==> config.mk <==
export PLATFORM = sky130hd
export DESIGN_NAME = multi_bit_change_monitor
export DESIGN_NICKNAME = d
export VERILOG_FILES = /design/src/rtl/multi_bit_change_monitor_pkg.sv /design/src/rtl/change_monitor_chan.sv /design/src/rtl/multi_bit_change_monitor.sv
export SDC_FILE = /design/constraint.sdc
export NUM_CORES = 1
export LEC_CHECK = 0
export ABC_AREA = 0
export CORE_ASPECT_RATIO = 0.9
export CORE_MARGIN = 1.5
export CORE_UTILIZATION = 54
export CTS_BUF_LIST = sky130_fd_sc_hd__clkbuf_4 sky130_fd_sc_hd__clkbuf_8
export CTS_CLUSTER_DIAMETER = 40
export DETAILED_ROUTE_END_ITERATION = 8
export PLACE_DENSITY = 0.83
export SLEW_MARGIN = 15
export SYNTH_ARGS = -nofsm -noshare
export SYNTH_HDL_FRONTEND = slang
export SYNTH_SLANG_ARGS = --single-unit
export TNS_END_PERCENT = 50
==> constraint.sdc <==
create_clock -name clk -period 4.05 [get_ports clk]
set_input_delay 0.405 -clock clk [delete_from_list [all_inputs] [get_ports clk]]
set_output_delay 0.405 -clock clk [all_outputs]
set_load 0.005 [all_outputs]
==> src/rtl/multi_bit_change_monitor_pkg.sv <==
// Shared types and constants for the multi-bit change monitor.
// Mode encodings and the counter saturation helper used by every channel.
package multi_bit_change_monitor_pkg;

    typedef logic [1:0] mode_t;

    localparam mode_t MODE_OFF  = 2'b00;
    localparam mode_t MODE_RISE = 2'b01;
    localparam mode_t MODE_FALL = 2'b10;
    localparam mode_t MODE_BOTH = 2'b11;

    // Largest value an unsigned counter of cnt_w bits can hold (cnt_w <= 31).
    function automatic int unsigned sat_value(input int unsigned cnt_w);
        return (32'd1 << cnt_w) - 32'd1;
    endfunction

endpackage

==> src/rtl/change_monitor_chan.sv <==
// One monitored channel: input synchroniser, edge qualifier, saturating event
// counter with sticky and saturation flags.
module change_monitor_chan
    import multi_bit_change_monitor_pkg::*;
#(
    parameter int unsigned CNT_W       = 8,
    parameter int unsigned SYNC_STAGES = 2
) (
    input  logic             clk,
    input  logic             rst,
    input  logic             in_bit,
    input  mode_t            mode,
    input  logic             clr,
    output logic             out_bit,
    output logic             qual_edge,
    output logic             pulse,
    output logic [CNT_W-1:0] cnt,
    output logic             sticky,
    output logic             sat
);

    localparam logic [CNT_W-1:0] CNT_MAX = CNT_W'(sat_value(CNT_W));

    logic [SYNC_STAGES-1:0] sync_q;
    logic                   prev_q;
    logic                   pulse_q;
    logic [CNT_W-1:0]       cnt_q, cnt_d;
    logic                   sticky_q, sticky_d;
    logic                   sat_q, sat_d;
    logic                   rise, fall;

    if (SYNC_STAGES == 1) begin : g_sync_single
        always_ff @(posedge clk or posedge rst) begin
            if (rst) sync_q <= '0;
            else     sync_q <= in_bit;
        end
    end else begin : g_sync_multi
        always_ff @(posedge clk or posedge rst) begin
            if (rst) sync_q <= '0;
            else     sync_q <= {sync_q[SYNC_STAGES-2:0], in_bit};
        end
    end

    assign out_bit = sync_q[SYNC_STAGES-1];

    always_comb begin
        rise      = out_bit & ~prev_q;
        fall      = ~out_bit & prev_q;
        qual_edge = 1'b0;
        unique case (mode)
            MODE_OFF:  qual_edge = 1'b0;
            MODE_RISE: qual_edge = rise;
            MODE_FALL: qual_edge = fall;
            MODE_BOTH: qual_edge = rise | fall;
        endcase

        // Clear is applied before a coincident event, so that event still counts once.
        cnt_d    = clr ? '0   : cnt_q;
        sticky_d = clr ? 1'b0 : sticky_q;
        sat_d    = clr ? 1'b0 : sat_q;
        if (qual_edge) begin
            sticky_d = 1'b1;
            if (cnt_d == CNT_MAX) sat_d = 1'b1;
            else                  cnt_d = cnt_d + CNT_W'(1);
        end
    end

    always_ff @(posedge clk or posedge rst) begin
        if (rst) begin
            prev_q   <= 1'b0;
            pulse_q  <= 1'b0;
            cnt_q    <= '0;
            sticky_q <= 1'b0;
            sat_q    <= 1'b0;
        end else begin
            prev_q   <= out_bit;
            pulse_q  <= qual_edge;
            cnt_q    <= cnt_d;
            sticky_q <= sticky_d;
            sat_q    <= sat_d;
        end
    end

    assign pulse  = pulse_q;
    assign cnt    = cnt_q;
    assign sticky = sticky_q;
    assign sat    = sat_q;

endmodule

==> src/rtl/multi_bit_change_monitor.sv <==
// WIDTH independent change-monitor channels sharing one mode and clear,
// plus a registered OR of all channel pulses.
module multi_bit_change_monitor
    import multi_bit_change_monitor_pkg::*;
#(
    parameter int unsigned WIDTH       = 8,
    parameter int unsigned CNT_W       = 8,
    parameter int unsigned SYNC_STAGES = 2
) (
    input  logic                   clk,
    input  logic                   rst,
    input  logic [WIDTH-1:0]       in_bits,
    input  mode_t                  mode,
    input  logic                   clr,
    output logic [WIDTH-1:0]       out_bits,
    output logic [WIDTH-1:0]       change_pulse,
    output logic [WIDTH*CNT_W-1:0] change_cnt,
    output logic [WIDTH-1:0]       sticky,
    output logic [WIDTH-1:0]       cnt_sat,
    output logic                   any_change
);

    logic [WIDTH-1:0] qual_edges;
    logic             any_change_q;

    for (genvar i = 0; i < WIDTH; i++) begin : g_chan
        change_monitor_chan #(
            .CNT_W       (CNT_W),
            .SYNC_STAGES (SYNC_STAGES)
        ) u_chan (
            .clk       (clk),
            .rst       (rst),
            .in_bit    (in_bits[i]),
            .mode      (mode),
            .clr       (clr),
            .out_bit   (out_bits[i]),
            .qual_edge (qual_edges[i]),
            .pulse     (change_pulse[i]),
            .cnt       (change_cnt[i*CNT_W +: CNT_W]),
            .sticky    (sticky[i]),
            .sat       (cnt_sat[i])
        );
    end

    // Registered from the same qualified edges so it lines up with change_pulse.
    always_ff @(posedge clk or posedge rst) begin
        if (rst) any_change_q <= 1'b0;
        else     any_change_q <= |qual_edges;
    end

    assign any_change = any_change_q;

endmodule

==> results.yml <==
global_routing:
  antenna_found_initial: 0
  grt_max_degree: 84
  grtUsageTotal_pct: 22.5
  grt_pass1_vias: 4105
  gr-total-overflow: 0
  grt_pass1_wl_um: 19800
sta:
  fin_skew_ns: 0.0196
  setup_viol_count_final: 0
  clock.fmax_ghz: 0.427
  fin_setup_tns_ns: 0
  slew_viol_final: 0
  post-route-period-util_pct: 57.8
  slew_headroom_pct: 33.9
  worst_slew_pin_slew_ns: 0.992
  finalHoldViolCount: 0
  final.min_clock_period_ns: 2.34
  rsz0062_at_grt: "false"
  holdWs_ns: 0.349
yosys:
  mappedNetlistArea_mm2: 0.00570
  synth_edf_count: 0
  yosysUniqueCellTypes: 56
  synth-compound-area-share_pct: 10.0
  ys_top_cells_by_area: "dfrtp_1, ha_1, xnor2_1"
  synth_xor_area_share_pct: 6.61
  synthCells: 528
  synth.area.mux_share_pct: 2.11
  synth_top_area_share_pct: 49.6
  async_flop_share_pct: 100
  ys_seq_area_share_pct: 49.6
  ys_seq_elements: 113
  syn_avg_cell_area_um2: 10.8
  synth-simple-area-share_pct: 18.4
  synthAdderAreaFrac_pct: 5.27
  synth_top_cell_by_area: "dfrtp_1"
  ys.flop_type: "dfrtp_1"
  synth_top_family_by_area: "simple AND/OR/NAND/NOR gates"
  ys.warnings.count: 0
  syn_nets: 565
placement:
  placed_area_mm2: 0.00668
  gp_congestion: 0.841
  hpwl_um: 8480
  port_buffers: 109
setup_path:
  required_ns: 4.35
  cp.arrival_ns: 2.65
  critPathLaunchType: "primary input"
  ff2ff_path_depth: 6
  cp_max_fo: 17
  endpoint_kind: "flip-flop"
  r2r_start: "g_chan[7].u_chan.sync_q[1]$_DFF_PP0_"
  rr_endpoint: "any_change$_DFF_PP0_"
  crit_type: "in -> reg"
  reg2reg_slack_ns: 2.07
routing:
  drt_wl_total_um: 12000
  drt_pass1_iterations: 6
  vias: 4127
  routed_via_density: 5.43
  wl_per_cell_um: 15.8
  post-route-drc-count: 0
  antenna_left: 0
  drt_iter0_markers: 204
floorplan:
  io_pins: 110
  die_height_um: 100
  die_area_mm2: 0.0112
  die_w_um: 111
  coreArea_mm2: 0.0102
  start_util_pct: 55.6
  placementRows: 35
power_and_ir_drop:
  peakVddDrop_v: 0.000216
  p_per_area_mw_per_mm2: 357
  p_leak_nw: 3.22
min_path:
  hp-start: "g_chan[2].u_chan.sync_q[0]$_DFF_PP0_"
  whs_path_depth: 0
  hold_end: "g_chan[2].u_chan.sync_q[1]$_DFF_PP0_"
  min_path_type: "reg -> reg"
job:
  drv_cap: 0
finish:
  diodes: 0
  layout-drive-gt1-share_pct: 12.5
  syn_to_final_growth_pct: 23.9
  post-route-util_pct: 68.9
  mostFrequentLayoutCell: "dfrtp_1"
  design_area_mm2: 0.00706
  num-nets-final: 655
  mostFrequentLayoutCells: "dfrtp_1, clkdlybuf4s50_1, nand2_1"
clock_network:
  clk_pin_slew_ns: 0.08
  insertion_delay_ns: 0.43
  cts.sinks: 113
  cts_buffers: 17
  cts-root-buf: "clkbuf_8"
  cts_tree: "built"
  cts_max_level: 4
  cts_resized: 0
  clockBufferDepth: 2
  postCtsHoldBufs: 0
  post-cts-setup-buffers: 0
status:
  status: "finished clean"
[cell families (layout without fill, tap and decap cells)]
kind of cell,count (synthesis),count (layout)
AND/OR/NAND/NOR,186,186
flip-flops,113,113
buffers and inverters,80,183
AO/OA/AOI/OAI,71,71
XOR/XNOR,43,43
adder cells (fa/ha/maj),24,24
multiplexers,11,11
[Yosys cell counts (all sizes together), types with 3 or more instances]
cell and number:
dfrtp 113, nand2 56, nor2b 39, buf 38, inv 35, xnor2 30
o21ai 25, ha 24, nor2 23, nand3 18, a21oi 17, xor2 13
nand4 12, a21o 11, mux2 8, nor3 8, clkbuf 7, nand3b 7
a211oi 6, a32oi 5, and3 5, nor4 5, or2 5, mux2i 3
or3 3
[area by class of cell]
cell class | count | area (um2)
flip-flops and latches | 113 | 2830
clock inverters | 10 | 85.1
multi-input cells | 335 | 2420
inverters | 35 | 136
repair buffers | 116 | 1140
well taps | 129 | 161
fillers | 760 | 3190
clock buffers | 22 | 290
[sequential cells by signal (all words and copies together), names as in the netlist]
name and flops:
g_chan.u_chan.prev_q 8, any_change 1, g_chan.u_chan.sticky 8, g_chan.u_chan.sync_q 16, g_chan.u_chan.pulse 8, g_chan.u_chan.cnt 64
g_chan.u_chan.sat 8
[report_power, final]
part	total, mW	switching (mW)	internal (mW)
Sequential	1.23	0.0438	1.18
Clock	0.996	0.454	0.542
Combinational	0.294	0.141	0.153
[metal layers]
metal  global-route usage (%)  part of all wire, %
met1                     28.4                   44
met2                     36.2                   47
met3                     6.16                  6.9
met4                     10.8                  2.3
met5                        0                    0
[stage by stage]
step                      cells  setup slack, ns  power [mW]
after floorplan             528            0.658        1.42
after detailed placement    728             1.27        1.54
final                       760             1.71        2.52
after global placement      728             1.31        1.53
after CTS                   760             1.73        2.54
after global routing        760             1.59        2.63
[critical path: stages]
cell             delay [ns]
clkdlybuf4s50_1        0.47
buf_4                  0.21
nor2b_2                0.53
a32o_1                 0.43
o41a_4                 0.26
mux2_2                 0.33
[worst max-delay path by stage]
stage                        from                                end  slack, ns  cells after the start
after CTS                 mode[1]  g_chan[0].u_chan.cnt[1]$_DFF_PP0_       1.73                      6
after floorplan               rst               any_change$_DFF_PP0_       0.66                      1
after detailed placement  mode[1]  g_chan[0].u_chan.cnt[1]$_DFF_PP0_       1.27                      6
after global routing      mode[1]  g_chan[0].u_chan.cnt[1]$_DFF_PP0_       1.59                      6
after global placement    mode[1]  g_chan[0].u_chan.cnt[1]$_DFF_PP0_       1.31                      6
final                     mode[1]  g_chan[0].u_chan.cnt[1]$_DFF_PP0_       1.71                      6
(Power assumes the default switching activity.)
